File: config.mk
export PLATFORM = sky130hd
export DESIGN_NAME = kbd_text_writer_flat
export DESIGN_NICKNAME = d
export VERILOG_FILES = /design/src/rtl/kbd_text_writer_if.sv /design/src/rtl/kbd_text_writer.sv /design/src/flat_wrapper.sv
export SDC_FILE = /design/constraint.sdc
export NUM_CORES = 1
export LEC_CHECK = 0
export ABC_AREA = 1
export CORE_AREA = 4 4 90 92
export CTS_BUF_LIST = sky130_fd_sc_hd__clkbuf_2 sky130_fd_sc_hd__clkbuf_4 sky130_fd_sc_hd__clkbuf_8
export CTS_CLUSTER_SIZE = 40
export DETAILED_ROUTE_END_ITERATION = 10
export DIE_AREA = 0 0 94 96
export SLEW_MARGIN = 20
export SYNTH_ARGS = -nofsm -noshare
export SYNTH_HDL_FRONTEND = slang
export SYNTH_SLANG_ARGS = --single-unit
File: constraint.sdc
create_clock -name clk -period 4.6 [get_ports clk]
set_input_delay 0.92 -clock clk [delete_from_list [all_inputs] [get_ports clk]]
set_output_delay 0.92 -clock clk [all_outputs]
set_load 0.005 [all_outputs]
File: src/rtl/kbd_text_writer_if.sv
// Scan-byte input and text-buffer write port of the keyboard text writer.
interface kbd_text_writer_if #(
  parameter int ADDR_W = 4,
  parameter int SIZE   = 32
);
  logic              scan_valid;
  logic [7:0]        scan_code;
  logic              wr_en;
  logic [ADDR_W-1:0] wr_addr;
  logic [SIZE-1:0]   wr_data;
  logic [ADDR_W-1:0] cursor;
  logic              busy;

  modport master (
    output scan_valid, scan_code,
    input  wr_en, wr_addr, wr_data, cursor, busy
  );

  modport slave (
    input  scan_valid, scan_code,
    output wr_en, wr_addr, wr_data, cursor, busy
  );
endinterface

File: src/rtl/kbd_text_writer.sv
// Turns PS/2 set-2 scan bytes into character writes for a small text buffer,
// tracking a cursor and handling release/extended prefixes, backspace, enter, clear.
//
// state     | meaning
// S_IDLE    | waiting for a make code
// S_BRK     | F0 seen, next byte is a release code to drop
// S_EXT     | E0 seen, next byte is an extended key (dropped) or F0
// S_EXT_BRK | E0 F0 seen, next byte is an extended release to drop
// S_CLR     | sweeping BLANK over every cell, input ignored
module kbd_text_writer #(
  parameter int              NUM_REGS = 16,
  parameter int              ADDR_W   = 4,
  parameter int              SIZE     = 32,
  parameter logic [SIZE-1:0] BLANK    = SIZE'(32'h120)
) (
  input logic           clk,
  input logic           rst,
  kbd_text_writer_if.slave kb
);

  typedef enum logic [2:0] {S_IDLE, S_BRK, S_EXT, S_EXT_BRK, S_CLR} state_t;

  localparam logic [ADDR_W-1:0] LAST = ADDR_W'(NUM_REGS - 1);

  state_t            state_q, state_d;
  logic              wr_en_q, wr_en_d;
  logic [ADDR_W-1:0] wr_addr_q, wr_addr_d;
  logic [SIZE-1:0]   wr_data_q, wr_data_d;
  logic [ADDR_W-1:0] cursor_q, cursor_d;
  logic              busy_q, busy_d;
  logic [ADDR_W-1:0] clr_cnt_q, clr_cnt_d;

  logic       accept;
  logic [8:0] ascii;

  // {mapped, ascii}
  function automatic logic [8:0] map_ascii(input logic [7:0] c);
    case (c)
      8'h1C: return {1'b1, 8'h41}; 8'h32: return {1'b1, 8'h42};
      8'h21: return {1'b1, 8'h43}; 8'h23: return {1'b1, 8'h44};
      8'h24: return {1'b1, 8'h45}; 8'h2B: return {1'b1, 8'h46};
      8'h34: return {1'b1, 8'h47}; 8'h33: return {1'b1, 8'h48};
      8'h43: return {1'b1, 8'h49}; 8'h3B: return {1'b1, 8'h4A};
      8'h42: return {1'b1, 8'h4B}; 8'h4B: return {1'b1, 8'h4C};
      8'h3A: return {1'b1, 8'h4D}; 8'h31: return {1'b1, 8'h4E};
      8'h44: return {1'b1, 8'h4F}; 8'h4D: return {1'b1, 8'h50};
      8'h15: return {1'b1, 8'h51}; 8'h2D: return {1'b1, 8'h52};
      8'h1B: return {1'b1, 8'h53}; 8'h2C: return {1'b1, 8'h54};
      8'h3C: return {1'b1, 8'h55}; 8'h2A: return {1'b1, 8'h56};
      8'h1D: return {1'b1, 8'h57}; 8'h22: return {1'b1, 8'h58};
      8'h35: return {1'b1, 8'h59}; 8'h1A: return {1'b1, 8'h5A};
      8'h45: return {1'b1, 8'h30}; 8'h16: return {1'b1, 8'h31};
      8'h1E: return {1'b1, 8'h32}; 8'h26: return {1'b1, 8'h33};
      8'h25: return {1'b1, 8'h34}; 8'h2E: return {1'b1, 8'h35};
      8'h36: return {1'b1, 8'h36}; 8'h3D: return {1'b1, 8'h37};
      8'h3E: return {1'b1, 8'h38}; 8'h46: return {1'b1, 8'h39};
      8'h29: return {1'b1, 8'h20};
      default: return 9'h000;
    endcase
  endfunction

  assign accept = kb.scan_valid && !busy_q;
  assign ascii  = map_ascii(kb.scan_code);

  always_comb begin
    state_d   = state_q;
    wr_en_d   = 1'b0;
    wr_addr_d = wr_addr_q;
    wr_data_d = wr_data_q;
    cursor_d  = cursor_q;
    busy_d    = busy_q;
    clr_cnt_d = clr_cnt_q;
    case (state_q)
      S_IDLE: begin
        if (accept) begin
          if (kb.scan_code == 8'hF0) begin
            state_d = S_BRK;
          end else if (kb.scan_code == 8'hE0) begin
            state_d = S_EXT;
          end else if (ascii[8]) begin
            wr_en_d   = 1'b1;
            wr_addr_d = cursor_q;
            wr_data_d = {{(SIZE-9){1'b0}}, 1'b1, ascii[7:0]};
            cursor_d  = (cursor_q == LAST) ? '0 : cursor_q + 1'b1;
          end else if (kb.scan_code == 8'h66) begin
            if (cursor_q != '0) begin
              wr_en_d   = 1'b1;
              wr_addr_d = cursor_q - 1'b1;
              wr_data_d = BLANK;
              cursor_d  = cursor_q - 1'b1;
            end
          end else if (kb.scan_code == 8'h5A) begin
            cursor_d = '0;
          end else if (kb.scan_code == 8'h76) begin
            // first sweep write issues together with entering the clear
            state_d   = S_CLR;
            busy_d    = 1'b1;
            wr_en_d   = 1'b1;
            wr_addr_d = '0;
            wr_data_d = BLANK;
            clr_cnt_d = LAST;
          end
        end
      end
      S_BRK:     if (accept) state_d = S_IDLE;
      S_EXT:     if (accept) state_d = (kb.scan_code == 8'hF0) ? S_EXT_BRK : S_IDLE;
      S_EXT_BRK: if (accept) state_d = S_IDLE;
      S_CLR: begin
        if (clr_cnt_q == '0) begin
          state_d  = S_IDLE;
          busy_d   = 1'b0;
          cursor_d = '0;
        end else begin
          wr_en_d   = 1'b1;
          wr_addr_d = wr_addr_q + 1'b1;
          wr_data_d = BLANK;
          clr_cnt_d = clr_cnt_q - 1'b1;
        end
      end
      default: state_d = S_IDLE;
    endcase
  end

  always_ff @(posedge clk or negedge rst) begin
    if (!rst) begin
      state_q   <= S_IDLE;
      wr_en_q   <= 1'b0;
      wr_addr_q <= '0;
      wr_data_q <= BLANK;
      cursor_q  <= '0;
      busy_q    <= 1'b0;
      clr_cnt_q <= '0;
    end else begin
      state_q   <= state_d;
      wr_en_q   <= wr_en_d;
      wr_addr_q <= wr_addr_d;
      wr_data_q <= wr_data_d;
      cursor_q  <= cursor_d;
      busy_q    <= busy_d;
      clr_cnt_q <= clr_cnt_d;
    end
  end

  assign kb.wr_en   = wr_en_q;
  assign kb.wr_addr = wr_addr_q;
  assign kb.wr_data = wr_data_q;
  assign kb.cursor  = cursor_q;
  assign kb.busy    = busy_q;

endmodule

File: src/flat_wrapper.sv
// flat-port wrapper written by rule: the top's interface ports become plain ports
module kbd_text_writer_flat 
#(
  parameter int              NUM_REGS = 16,
  parameter int              ADDR_W   = 4,
  parameter int              SIZE     = 32,
  parameter logic [SIZE-1:0] BLANK    = SIZE'(32'h120)
)
  (clk, rst, kb_scan_valid, kb_scan_code, kb_wr_en, kb_wr_addr, kb_wr_data, kb_cursor, kb_busy);
  kbd_text_writer_if #(.ADDR_W(ADDR_W), .SIZE(SIZE)) kb_i ();
  input logic clk;
  input logic rst;
  input wire logic [$bits(kb_i.scan_valid)-1:0] kb_scan_valid;
  input wire logic [$bits(kb_i.scan_code)-1:0] kb_scan_code;
  output wire logic [$bits(kb_i.wr_en)-1:0] kb_wr_en;
  output wire logic [$bits(kb_i.wr_addr)-1:0] kb_wr_addr;
  output wire logic [$bits(kb_i.wr_data)-1:0] kb_wr_data;
  output wire logic [$bits(kb_i.cursor)-1:0] kb_cursor;
  output wire logic [$bits(kb_i.busy)-1:0] kb_busy;
  assign kb_i.scan_valid = kb_scan_valid;
  assign kb_i.scan_code = kb_scan_code;
  assign kb_wr_en = kb_i.wr_en;
  assign kb_wr_addr = kb_i.wr_addr;
  assign kb_wr_data = kb_i.wr_data;
  assign kb_cursor = kb_i.cursor;
  assign kb_busy = kb_i.busy;
  kbd_text_writer #(.NUM_REGS(NUM_REGS), .ADDR_W(ADDR_W), .SIZE(SIZE), .BLANK(BLANK)) u_core (.clk(clk), .rst(rst), .kb(kb_i));
endmodule
# [Word-level counts from Yosys, hierarchy flattened]
# Memory sizes are Yosys's and may differ from the RTL's.
# Cells that the tools add are included.
[op_classes] addsub=4 n_eq_ne=29 n_mux=70 n_reduce_logical=12
[op_table] op="32-bit two-way mux" count=9
[op_table] op="4-bit two-way mux" count=25
[op_table] op="32-bit case mux with 2 select lines" count=1
[op_table] op="3-bit two-way mux" count=10
[op_table] op="8-bit by 7-bit == test with 1-bit output (second input constant)" count=3
[op_table] op="4-bit case mux with 2 select lines" count=3
[op_table] op="9-bit AND reduction" count=2
[op_table] op="1-bit two-way mux" count=17
[op_table] op="8-bit == test (second input constant)" count=2
[op_table] op="8-bit AND reduction" count=2
[op_table] op="2-bit inequality test (second input constant)" count=6
[op_table] op="4-bit by 1-bit inequality test with 1-bit output (second input constant)" count=3
[op_table] op="4-bit by 2-bit inequality test with 1-bit output (second input constant)" count=3
[op_table] op="3-bit case mux with 4 select lines" count=1
[op_table] op="2-bit by 1-bit inequality test with 1-bit output (second input constant)" count=5
[op_table] op="9-bit two-way mux" count=1
[op_table] op="4-bit by 1-bit adder with 4-bit output (second input constant)" count=2
[op_table] op="4-bit by 1-bit subtractor with 4-bit output (second input constant)" count=2
[op_table] op="7-bit AND reduction" count=1
[op_table] op="3-bit by 2-bit == test with 1-bit output (second input constant)" count=2
[op_table] op="4-bit == test (second input constant)" count=1
[op_table] op="4-bit logical NOT" count=1
[op_table] op="4-bit by 3-bit inequality test with 1-bit output (second input constant)" count=1
[op_table] op="4-bit inequality test (second input constant)" count=1
[op_table] op="10 further kinds" count=11
[word_totals] reg_bits=49 romBits=1024 out_inout_bits=42 elab_cells=123 n_memories=1
[memory_table] memory="(no name shown)" depth=128 width=8 read_ports=1 rd_ports_with_merged_regs=0 write_ports=0 line="kbd_text_writer.sv:38" source="case (c)"

# [Depth between registers and ports, before layout]
[depth] depth_word=9 ltp_mapped=14

# [Least setup slack after synthesis]
# OpenSTA, ideal clock, no wires.
[synth_timing] path_kind="input to register" from="in kb_scan_code[1]" to="reg u_core.wr_data_q[4] (netlist: u_core.kb.wr_data[4])" setup_ns=0.117 arrival_time_ns=2.184 required_ns=4.483 slack_ns=2.298 cell_stages=12 path_buffers=1 path_cell_list="inv_1 -> ha_1 -> nand2_2 -> nand3_2 -> nand3_1 -> a21oi_2 -> nand2_1 -> nand3_1 -> nand2_4 -> buf_8 -> nand2_1 -> o21ai_2"
[synth_via] elab_chain_len=7 word_cells_on_any_way=19 cone_classes="eq/ne (10); mux (7); reduce/logical (1); memory (1)"
[synth_lines] element="start, declared" line="flat_wrapper.sv:14" source="input wire logic [$bits(kb_i.scan_code)-1:0] kb_scan_code;"
[synth_lines] element="memory read 128 x 8 bit / 8-bit by 7-bit == test with 1-bit output (equally long branches)"
[synth_lines] element="9-bit two-way mux / 32-bit two-way mux (equally long branches)" line="kbd_text_writer.sv:38, kbd_text_writer.sv:85"
[synth_lines] element="32-bit two-way mux" line="kbd_text_writer.sv:80" source="end else if (ascii[8]) begin"
[synth_lines] element="32-bit two-way mux" line="kbd_text_writer.sv:78" source="end else if (kb.scan_code == 8'hE0) begin"
[synth_lines] element="32-bit two-way mux" line="kbd_text_writer.sv:76" source="if (kb.scan_code == 8'hF0) begin"
[synth_lines] element="32-bit two-way mux" line="kbd_text_writer.sv:75" source="if (accept) begin"
[synth_lines] element="32-bit case mux with 2 select lines" line="kbd_text_writer.sv:73" source="case (state_q)"
[synth_lines] element="end signal, assigned" line="kbd_text_writer.sv:137" source="wr_data_q <= wr_data_d;"
[synth_lines] element="end, declared" line="kbd_text_writer.sv:28" source="logic [SIZE-1:0] wr_data_q, wr_data_d;"
# Parallel ways exist; a longest one is shown, timed or not. The select of a mux whose other input is x is not followed.
# A chain may end at the register's enable or synchronous reset.

# [Final worst setup path]
[layout_timing] from="in kb_scan_code[3]" to="reg u_core.wr_data_q[0] (netlist: u_core.kb.wr_data[0])"
# Same word-level chain as after synthesis.

==> flow_summary.toml <==
[final_layout]
final_cell_mix = "nand2_1, inv_1, nand3_1, o21ai_0, clkdlybuf4s50_1"
drive_gt1_frac = 0.07532
fill_cells = 779
area_growth_pct = 12.84
layout_commonest_cell = "nand2_1"
n_antenna_cell = 0
finalNonFillerCells = 484
layout.nets = 409
utilization = 0.3720
regArea_sq_um = 601.8
multi_input_area_sq_mm = 0.001468

[global_route]
overflow = 0
grt_pass1_vias = 2135
grt_max_degree = 25
grt_pass1_wl_mm = 9.798
antenna_found_initial = 0
grtUsageTotal = 0.1330

[die]
die-area_sq_mm = 0.009024
die_w_um = 94
core_area_sq_mm = 0.007214
rows = 31
die_y_um = 96
io_pins = 53
initial_utilization = 0.3297

[sta]
fin_setup_tns_ns = 0
finalCritPeriodShare = 0.6833
maxSlewHeadroom = 0.4738
worst_pin_slew_ns = 0.7864
maxSlewViolCount = 0
fin_worst_skew_ns = 0.01018
hold_violations = 0
fin_crit_ns = 3.143
setup_violations = 0
fmax_mhz = 318.2
grt_setup_unrepaired = "no"

[synth]
synth_seq_cells = 24
seq_area_frac_synth = 0.2530
ys_async_sr_fraction = 1.000
synthDistinctLibCells = 41
yosys_warnings = 0
synth_edf_count = 0
synthCells = 364
syn-cell-area_sq_mm = 0.002379
syn_area_per_cell_sq_um = 6.534
synth_ff_type = "dfrtp_1"

[clock_network]
ctsLongestPathBuffers = 2
path_clk_slew_ns = 0.09
cts_sinks = 24
clockRootBuffer = "clkbuf_8"
cts_setup_buffers = 0
post_cts_resized = 0
cts_tree = "yes"
cts_hold_buf = 0
cts_buffers = 3
h-tree-depth = 1
worstSkewPairLatency_ns = 0.27

[placement]
gp_congestion = 0.9288
io_buffers = 27
placed_cells = 480
dp_hpwl_mm = 4.682

[power]
p_leak_nw = 1.353
vdd_drop_max_v = 0.0001200
combPwrFrac = 0.439
p_switching_mw = 0.3426
cellPowerDensity_mw_per_mm2 = 337.4
swShare = 0.3782
seq_power_share = 0.358
internal_power_mw = 0.5631
total_power_mw = 0.9057
p_clk_frac = 0.203

[worst_setup_path]
r2r_slack_ns = 2.27
r2r-end = "u_core.kb.wr_addr[1]$_DFFE_PN0P_"
timing.rr.start = "u_core.state_q[0]$_DFFE_PN0P_"
worstPathArrival_ns = 3.33
critPathRequiredTime_ns = 4.79
cp-end-kind = "flip-flop"
crit_type = "primary input to flip-flop"
cp-start-kind = "primary input"
ff2ff_path_depth = 10
critPathLaunch = "kb_scan_code[3]"
crit_fanout = 22

[route]
drc_errors = 0
first_iter_violations = 158
wl_per_cell_um = 12.23
antenna_left = 0
routed_via_density = 4.738
routed_wirelength_mm = 5.917
via_count = 2293
drt-pass1-iter-count = 4

[hold_path]
hold_path_depth = 2
hold_path_end = "u_core.kb.wr_data[5]$_DFFE_PN1P_"
hp-start = "u_core.kb.wr_data[5]$_DFFE_PN1P_"
hold_path.class = "flip-flop to flip-flop"

[flow_run]
drv_cap = 0

[status]
status = "completed"
[logic make-up (layout without fill, tap and decap cells)]
kind of cell | Yosys count | after routing | synth area share
buf+inv | 74 | 72 | 0.1662
simple gates | 181 | 181 | 0.3419
fa+ha+maj | 12 | 12 | 0.06312
other cells | 2 | 25 | 0.003157
xor+xnor | 4 | 4 | 0.01473
flops | 24 | 24 | 0.2530
compound gates | 67 | 67 | 0.1578
[synth_stat cells, drive strengths merged (2+ instances only)]
cell,n,share of area
a21oi,21,0.046
a31oi,2,0.0053
buf,32,0.10
conb,2,0.0032
dfrtp,23,0.24
ha,12,0.063
inv,40,0.063
nand2,112,0.18
nand3,33,0.081
nand4,2,0.0053
nor2,24,0.044
nor3,6,0.017
o211ai,6,0.019
o21ai,33,0.073
o31ai,3,0.0095
or2,2,0.0053
xnor2,2,0.0074
xor2,2,0.0074
[state kept, by name (all words and copies together) (netlist names)]
register and count:
u_core.kb.wr_en 1, u_core.state_q 3, u_core.clr_cnt_q 4, u_core.kb.busy 1
u_core.kb.wr_addr 4, u_core.kb.wr_data 7, u_core.kb.cursor 4
[worst max-delay path by stage]
stage / to / slack (ns) / depth (start not counted)
floorplan: u_core.kb.wr_data[4]$_DFFE_PN0P_ / 2.30 / 12
global placement: u_core.kb.wr_data[3]$_DFFE_PN0P_ / 1.23 / 9
detailed placement: u_core.kb.wr_data[6]$_DFFE_PN0P_ / 1.16 / 9
CTS: u_core.kb.wr_data[6]$_DFFE_PN0P_ / 1.47 / 9
global route: u_core.kb.wr_data[6]$_DFFE_PN0P_ / 1.16 / 9
finish: u_core.kb.wr_data[0]$_DFFE_PN0P_ / 1.46 / 9
[layer usage]
metal	wire (um)	global-route usage
met5	0	0
met4	123	0.04693
met3	306	0.02189
met2	2791	0.2135
met1	2696	0.1806
[power groups by stage]
stage | combinational [mW] | clock [mW] | sequential [mW]
6_report | 0.397 | 0.184 | 0.324
3_5_place_dp | 0.399 | 0 | 0.329
2_1_floorplan | 0.263 | 0 | 0.320
4_1_cts | 0.400 | 0.191 | 0.326
5_1_grt | 0.457 | 0.199 | 0.337
3_3_place_gp | 0.395 | 0 | 0.329
[cell type report]
| type | instances | share of cell area |
|---|---|---|
| Clock buffer | 3 | 0.01538 |
| Clock inverter | 1 | 0.01119 |
| Inverter | 41 | 0.05734 |
| Multi-Input combinational cell | 289 | 0.5469 |
| Sequential cell | 24 | 0.2242 |
| Tap cell | 99 | 0.04615 |
| Timing Repair Buffer | 27 | 0.09883 |
[stage by stage]
stage	instance area, sq um	worst slack (ns)	hold WS, ns
2_1_floorplan	2465	2.298	0.4526
3_3_place_gp	2618	1.234	0.4707
3_5_place_dp	2618	1.162	0.4782
4_1_cts	2689	1.470	0.4982
5_1_grt	2684	1.164	0.5208
6_report	2684	1.457	0.4859
[worst max-delay path: stages]
cell	delay, ns
clkdlybuf4s50_1	0.84
inv_1	0.46
nand3_1	0.19
nand3_1	0.10
a21oi_2	0.20
nand3_2	0.21
inv_2	0.16
o21ai_0	0.10
o21ai_0	0.15
Note: power is estimated with default switching activity, not from simulation.
